## config.mk

```make
export PLATFORM = sky130hd
export DESIGN_NAME = fifo_burst_reader
export DESIGN_NICKNAME = d
export VERILOG_FILES = /design/src/rtl/fifo_pkg.sv /design/src/rtl/fifo_reader_outreg.sv /design/src/rtl/fifo_burst_reader.sv
export SDC_FILE = /design/constraint.sdc
export NUM_CORES = 1
export LEC_CHECK = 0
export CAP_MARGIN = 20
export CORE_UTILIZATION = 44
export CTS_CLUSTER_DIAMETER = 100
export DETAILED_ROUTE_END_ITERATION = 7
export PLACE_DENSITY = 0.92
export SKIP_CTS_REPAIR_TIMING = 1
export SLEW_MARGIN = 15
export SYNTH_ARGS = -nofsm -noshare
export SYNTH_HDL_FRONTEND = slang
export SYNTH_SLANG_ARGS = --single-unit
```

## constraint.sdc

```tcl
create_clock -name clock -period 4.2 [get_ports clock]
set_input_delay 0.84 -clock clock [delete_from_list [all_inputs] [get_ports clock]]
set_output_delay 0.84 -clock clock [all_outputs]
set_load 0.05 [all_outputs]
```

## src/rtl/fifo_pkg.sv

```systemverilog
// Shared definitions for the FIFO burst reader: FSM state encoding and sizing helpers.
package fifo_pkg;

  typedef enum logic [0:0] {
    ST_IDLE = 1'b0,
    ST_XFER = 1'b1
  } state_t;

  // Ceiling log2; values of 0 and 1 both return 0.
  function automatic int unsigned clog2_f(input int unsigned value);
    int unsigned result;
    int unsigned i;
    result = 32'd0;
    for (i = 32'd0; i < 32'd32; i++) begin
      if ((32'd1 << i) < value) begin
        result = i + 32'd1;
      end else begin
        result = result;
      end
    end
    return result;
  endfunction

  function automatic int unsigned eff_level(input int unsigned level,
                                            input logic        valid,
                                            input int unsigned depth);
    if (level == 32'd0 && valid) begin
      return depth;
    end else begin
      return level;
    end
  endfunction

endpackage

```

## src/rtl/fifo_reader_outreg.sv

```systemverilog
// Single-stage registered stream output: loads a beat on load, drops valid once the
// beat is taken by the consumer and nothing new replaces it.
module fifo_reader_outreg
  import fifo_pkg::*;
#(
  parameter int WIDTH = 8
) (
  input  logic             clock,
  input  logic             reset,
  input  logic             load,
  input  logic [WIDTH-1:0] load_data,
  input  logic             load_last,
  input  logic             tready,
  output logic             tvalid,
  output logic             tlast,
  output logic [WIDTH-1:0] tdata
);

  // Output beat register with load priority over drain.
  always_ff @(posedge clock) begin
    if (reset) begin
      tvalid <= 1'b0;
      tlast  <= 1'b0;
      tdata  <= {WIDTH{1'b0}};
    end else if (load) begin
      tvalid <= 1'b1;
      tlast  <= load_last;
      tdata  <= load_data;
    end else if (tvalid && tready) begin
      tvalid <= 1'b0;
      tlast  <= 1'b0;
      tdata  <= tdata;
    end else begin
      tvalid <= tvalid;
      tlast  <= tlast;
      tdata  <= tdata;
    end
  end

endmodule

```

## src/rtl/fifo_burst_reader.sv

```systemverilog
// Drains a FIFO into AXI-Stream bursts of BURST beats; with FIFO_READER_TIMEOUT_EN
// defined, a partial burst is flushed after TIMEOUT idle cycles.
module fifo_burst_reader
  import fifo_pkg::*;
#(
  parameter int WIDTH   = 8,
  parameter int ABITS   = 4,
  parameter int BURST   = 8,
  parameter int TIMEOUT = 16
) (
  input  logic             clock,
  input  logic             reset,
  input  logic [ABITS-1:0] level_i,
  input  logic             valid_i,
  output logic             ready_o,
  input  logic [WIDTH-1:0] data_i,
  output logic             m_tvalid,
  input  logic             m_tready,
  output logic             m_tlast,
  output logic [WIDTH-1:0] m_tdata,
  output logic             busy_o
);

  localparam int unsigned   DEPTH   = 32'd1 << ABITS;
  localparam int            LW      = ABITS + 1;
  localparam logic [LW-1:0] BURST_L = LW'(BURST);
  localparam logic [LW-1:0] ONE_L   = LW'(1);
  localparam logic [LW-1:0] ZERO_L  = {LW{1'b0}};

  if (BURST < 1 || BURST > (1 << ABITS) || TIMEOUT < 1) begin : g_bad_params
    $error("fifo_burst_reader: BURST must be 1..DEPTH and TIMEOUT >= 1");
  end

  state_t        state;
  state_t        state_nxt;
  logic [LW-1:0] remaining;
  logic [LW-1:0] remaining_nxt;
  logic [LW-1:0] lvl;
  logic          load;
  logic          load_last;
  logic          last_accept;
  logic          start_full;
  logic          start_flush;

  // A full FIFO reports level 0; valid tells it apart from empty.
  assign lvl         = LW'(eff_level(32'(level_i), valid_i, DEPTH));
  assign ready_o     = (state == ST_XFER) && (remaining != ZERO_L) && (!m_tvalid || m_tready);
  assign load        = valid_i && ready_o;
  assign load_last   = (remaining == ONE_L);
  assign last_accept = m_tvalid && m_tready && m_tlast;
  assign start_full  = (lvl >= BURST_L);
  assign busy_o      = (state == ST_XFER);

`ifdef FIFO_READER_TIMEOUT_EN
  localparam int               TBITS     = int'(clog2_f(32'(TIMEOUT + 1)));
  localparam logic [TBITS-1:0] TIMEOUT_T = TBITS'(TIMEOUT);

  logic [TBITS-1:0] timer;
  logic [TBITS-1:0] timer_nxt;

  // Idle timer: counts valid cycles while staying in IDLE, saturating at TIMEOUT.
  always_comb begin
    timer_nxt = timer;
    if (state == ST_IDLE && state_nxt == ST_IDLE && valid_i) begin
      if (timer != TIMEOUT_T) begin
        timer_nxt = timer + TBITS'(1);
      end else begin
        timer_nxt = timer;
      end
    end else begin
      timer_nxt = {TBITS{1'b0}};
    end
  end

  // Idle timer register.
  always_ff @(posedge clock) begin
    if (reset) begin
      timer <= {TBITS{1'b0}};
    end else begin
      timer <= timer_nxt;
    end
  end

  assign start_flush = (timer == TIMEOUT_T) && (lvl != ZERO_L);
`else
  assign start_flush = 1'b0;
`endif

  // Next-state and beat-count logic; a full burst takes priority over a flush.
  always_comb begin
    state_nxt     = state;
    remaining_nxt = remaining;
    case (state)
      ST_IDLE: begin
        if (start_full) begin
          state_nxt     = ST_XFER;
          remaining_nxt = BURST_L;
        end else if (start_flush) begin
          state_nxt     = ST_XFER;
          remaining_nxt = lvl;
        end else begin
          state_nxt     = ST_IDLE;
          remaining_nxt = remaining;
        end
      end
      ST_XFER: begin
        if (load) begin
          remaining_nxt = remaining - ONE_L;
        end else begin
          remaining_nxt = remaining;
        end
        if (last_accept) begin
          state_nxt = ST_IDLE;
        end else begin
          state_nxt = ST_XFER;
        end
      end
      default: begin
        state_nxt     = ST_IDLE;
        remaining_nxt = ZERO_L;
      end
    endcase
  end

  // FSM state and remaining-beat registers.
  always_ff @(posedge clock) begin
    if (reset) begin
      state     <= ST_IDLE;
      remaining <= ZERO_L;
    end else begin
      state     <= state_nxt;
      remaining <= remaining_nxt;
    end
  end

  fifo_reader_outreg #(
    .WIDTH(WIDTH)
  ) u_outreg (
    .clock    (clock),
    .reset    (reset),
    .load     (load),
    .load_data(data_i),
    .load_last(load_last),
    .tready   (m_tready),
    .tvalid   (m_tvalid),
    .tlast    (m_tlast),
    .tdata    (m_tdata)
  );

endmodule

```

# Word-level counts from Yosys, hierarchy flattened

Cells that the tools add are included.

Add/subtract/negate cells: 1
$lt $le $gt $ge: 1
Eq/ne operators: 3
Muxes and demuxes: 10
Bitwise operators: 1
Reduce and logical (&&, ||, !) cells: 12

Operators by type and width:

| cell                  | count |
|---|---|
| $mux W5               | 3 |
| $pmux W5 S2           | 1 |
| $logic_and A1 B1 Y1   | 6 |
| $eq A5 B1 Y1 const B  | 1 |
| $ge A5 B4 Y1 const B  | 1 |
| $mux W1               | 5 |
| $reduce_bool A5 Y1    | 1 |
| $sub A5 B1 Y5 const B | 1 |
| $logic_not A4 Y1      | 1 |
| $ne A2 B1 Y1 const B  | 1 |
| $ne A2 B2 Y1 const B  | 1 |
| $pmux W1 S2           | 1 |
| $reduce_and A2 Y1     | 1 |
| $reduce_bool A2 Y1    | 1 |
| $logic_not A1 Y1      | 1 |
| $logic_or A1 B1 Y1    | 1 |
| $not A1 Y1            | 1 |

Bits in registers: 16
Input port bits: 16
Output and inout bits: 12
Word-level logic and storage cells: 33

# Depth between registers and ports, before layout

Depth after elaboration: 6
Gate-level depth with buffers: 7
Gate-level depth less buffers: 6

# Hierarchy

Synthesis repeated with hierarchy kept, for this count alone.

Cells, all modules: 77
Area total of the unflattened synthesis: 729.4 um^2

By module, submodules not included:

| module             | instances | cells an instance | area an instance (um^2) | seq. area each (um^2) |
|---|---|---|---|---|
| fifo_burst_reader  | 1         | 42                | 370.4                   | 120.1 |
| fifo_reader_outreg | 1         | 35                | 359.1                   | 200.2 |

# Least setup slack after synthesis

Ideal clock, no wire load.

Path kind: input port to output port
From: in m_tready
To: out ready_o
Arrival: 1.464 ns
Required time: 3.360 ns
Setup slack: 1.896 ns
Stages: 2
Buffers on the path: 0
Cells stage by stage: nand2b_1 > and3_1

Cells in the longest elaborated chain, start to end: 2

RTL lines:

| element             | line                    | source |
|---|---|---|
| start, declared     | fifo_burst_reader.sv:18 | `input logic m_tready,` |
| $logic_or A1 B1 Y1  | fifo_burst_reader.sv:47 | `assign ready_o = (state == ST_XFER) && (remaining != ZERO_L) && (!m_tvalid \|\| m_tready);` |
| $logic_and A1 B1 Y1 | fifo_burst_reader.sv:47 |  |
| end, declared       | fifo_burst_reader.sv:15 | `output logic ready_o,` |

Every way passes these cells.

# Worst setup path after layout

Same ends and word-level chain as after synthesis.

==> impl_metrics.py <==
metrics = {
    "synthesis": {
        "ys_warn_count": 0,
        "synth_adder_area_share_pct": 3.63,
        "synth_flop_cell": "dfxtp_1",
        "synth_compound_area_share_pct": 16.7,
        "async_flop_share_pct": 0,
        "ys_seq_area_share_pct": 46.5,
        "synth_area_leader_cell": "dfxtp_1",
        "syn_area_um2": 689,
        "synth_edf_count": 0,
        "syn_inst": 80,
        "yosys.area_share.simple_pct": 27.8,
        "synth_mux_area_share_pct": 0,
        "synth-seq-cells": 16,
        "syn_avg_cell_area_um2": 8.62,
        "synth_top_family_by_area": "simple AND/OR/NAND/NOR gates",
        "ys_types": 26,
        "syn_nets": 98,
        "ys_top_cells_by_area": "dfxtp_1 (46%), nand2_1 (9.8%), a21oi_1 (8.0%), ha_1 (3.6%), a31o_2 (2.5%)",
        "yosysTopAreaCellShare_pct": 46.5,
        "synthXorXnorAreaFrac_pct": 0,
    },
    "timing": {
        "worst_slew_pin_slew_ns": 0.562,
        "skew_ns": 0.00267,
        "timing.fmax_mhz": 299,
        "period_share_pct": 79.8,
        "drv_slew": 0,
        "hold_viol": 0,
        "fin_setup_tns_ns": 0,
        "whs_ns": 0.458,
        "max_slew_margin_pct": 62.4,
        "final-setup-viol-count": 0,
        "rsz0062_at_grt": "false",
        "finalCriticalPeriod_ns": 3.35,
    },
    "floorplan": {
        "io_pins": 28,
        "rows": 13,
        "fp.dieH_um": 41.6,
        "fp.dieW_um": 41.6,
        "dieArea_mm2": 0.00173,
        "start_util_pct": 49.9,
        "core_mm2": 0.00138,
    },
    "global_route": {
        "grt_max_degree": 17,
        "grt_overflow": 0,
        "grt_antenna_before_repair": 0,
        "grt_usage_pct": 19.4,
        "grt_pass1_wl_um": 2610,
        "grt_pass1_vias": 602,
    },
    "cells_and_area": {
        "area_delta_synth_final_pct": 43.4,
        "final_util_pct": 71.5,
        "n_antenna_cell": 0,
        "drive_above_1_share_pct": 7.48,
        "final_nets": 126,
    },
    "run": {
        "drv_cap": 0,
    },
    "critical_path": {
        "r2r_slack_ns": 2.29,
        "startpoint_type": "input port",
        "cp_max_fo": 5,
        "cp.required_ns": 3.36,
        "r2r-start": "remaining[0]$_SDFFE_PP0P_",
        "startpoint": "m_tready",
        "crit_arrival_ns": 2.51,
        "critPathKind": "in2out",
        "end_kind": "output port",
        "r2r-end": "remaining[1]$_SDFFE_PP0P_",
        "r2r_cells": 6,
        "cp-endpoint": "ready_o",
    },
    "routing": {
        "num_vias": 662,
        "ant_nets": 0,
        "drt_iter0_drc": 9,
        "drc_errors": 0,
        "wl_um": 1510,
        "first_pass_iters": 4,
        "vias_per_cell": 5.43,
        "routedWlPerCell_um": 12.4,
    },
    "cts": {
        "numCtsBuffers": 3,
        "ctsHtreeMaxLevel": 1,
        "clock-root-buffer": "clkbuf_4",
        "cts_tree": "built",
        "clockBufferDepth": 2,
        "clk_latency_ns": 0.29,
        "clock_sinks": 16,
        "clkTransAtPathRegs_ns": 0.09,
    },
    "place": {
        "gp_congestion": 0.719,
        "port_buffers": 27,
    },
    "power_and_ir_drop": {
        "ir_drop_mv": 0.198,
        "p_per_area_mw_per_mm2": 332,
        "p_leak_nw": 0.355,
    },
    "status": {
        "status": "finished, final reports clean",
    },
    "min_path": {
        "hold_class": "reg2reg",
    },
}
==> worst min-delay path by stage <==
| stage | start | endpoint | slack [ns] | cells after the start |
|---|---|---|---|---|
| 4_1_cts | u_outreg.tdata[6]$_SDFFE_PP0P_ | u_outreg.tdata[6]$_SDFFE_PP0P_ | 0.46 | 2 |
| 6_report | u_outreg.tdata[0]$_SDFFE_PP0P_ | u_outreg.tdata[0]$_SDFFE_PP0P_ | 0.46 | 2 |
| 3_5_place_dp | u_outreg.tdata[6]$_SDFFE_PP0P_ | u_outreg.tdata[6]$_SDFFE_PP0P_ | 0.45 | 2 |
| 5_1_grt | u_outreg.tdata[0]$_SDFFE_PP0P_ | u_outreg.tdata[0]$_SDFFE_PP0P_ | 0.48 | 2 |
| 2_1_floorplan | remaining[4]$_SDFFE_PP0P_ | remaining[4]$_SDFFE_PP0P_ | 0.44 | 1 |
| 3_3_place_gp | u_outreg.tdata[0]$_SDFFE_PP0P_ | u_outreg.tdata[0]$_SDFFE_PP0P_ | 0.44 | 2 |
==> area by class of cell <==
class | count | area (um2)
Fill cell | 111 | 394
Multi-Input combinational cell | 57 | 332
Sequential cell | 16 | 320
Timing Repair Buffer | 27 | 270
Clock buffer | 4 | 36.3
Tap cell | 15 | 18.8
Inverter | 3 | 11.3
==> flip-flops by register name (all words and copies together) (netlist names) <==
signal	cells
busy_o	1
remaining	5
u_outreg.tdata	8
u_outreg.tlast	1
u_outreg.tvalid	1
==> layer usage <==
| metal | track usage, % | part of all wire (%) | routed length (um) |
|---|---|---|---|
| met1 | 24.3 | 45 | 672 |
| met2 | 31.6 | 50 | 750 |
| met3 | 2.61 | 3.2 | 48 |
| met4 | 11.6 | 2.6 | 39 |
| met5 | 0 | 0 | 0 |
==> report_power, final <==
group	internal [W]	leakage (nW)	total [W]	switching, W
Combinational	0.0000295	0.204	0.0000629	0.0000335
Clock	0.0000528	0.0210	0.000102	0.0000495
Sequential	0.000157	0.130	0.000163	0.00000563
==> synth_stat cells (2+ instances only) <==
master    count
a31o_2        2
clkbuf_1      2
nand2b_1      2
inv_1         3
nor2_1        3
ha_1          2
nor3_1        3
nand2_1      18
nand3_1       3
dfxtp_1      16
a21oi_1      11
==> worst max-delay path, cell delays in order <==
cell	delay, ns
clkdlybuf4s50_1	0.50
nand2b_1	0.20
and3_1	0.17
clkdlybuf4s50_1	0.79
==> through the flow <==
stage	setup WS, ns	total power [W]	cells	cell area (um2)
floorplan	1.90	0.000203	80	689
CTS	0.842	0.000331	122	988
global placement	0.873	0.000227	118	952
global route	0.786	0.000342	122	988
detailed placement	0.850	0.000229	118	952
finish	0.850	0.000328	122	988
==> placed cells by master, fill, tap and decap left out <==
| cell | netlist | final |
|---|---|---|
| nor3_1 | 3 | 3 |
| a41o_1 | 1 | 1 |
| and4_4 | 1 | 1 |
| a211oi_1 | 1 | 1 |
| or3_1 | 1 | 1 |
| inv_1 | 3 | 3 |
| or4b_4 | 1 | 1 |
| clkdlybuf4s50_1 | 0 | 27 |
| a311oi_1 | 1 | 1 |
| nor3b_1 | 1 | 1 |
| a31oi_1 | 1 | 1 |
| and3_1 | 1 | 1 |
| ha_1 | 2 | 2 |
| clkbuf_8 | 0 | 1 |
| nand4b_1 | 1 | 1 |
| a21oi_1 | 11 | 11 |
| nand3_1 | 3 | 3 |
| nand4_1 | 1 | 1 |
| clkbuf_4 | 0 | 3 |
| a31o_2 | 2 | 2 |
| nand2_1 | 18 | 18 |
| dfxtp_1 | 16 | 16 |
| nor2_1 | 3 | 3 |
| o311a_1 | 1 | 1 |
| nand2b_1 | 2 | 2 |
| or4b_1 | 1 | 1 |
==> cells by family (layout without fill, tap and decap cells) <==
| logic type | after synthesis | count (layout) |
|---|---|---|
| AO/OA/AOI/OAI | 18 | 18 |
| adder cells (fa/ha/maj) | 2 | 2 |
| AND/OR/NAND/NOR | 37 | 37 |
| buffers and inverters | 7 | 34 |
| flip-flops | 16 | 16 |
Note: power is estimated with default switching activity, not from simulation.
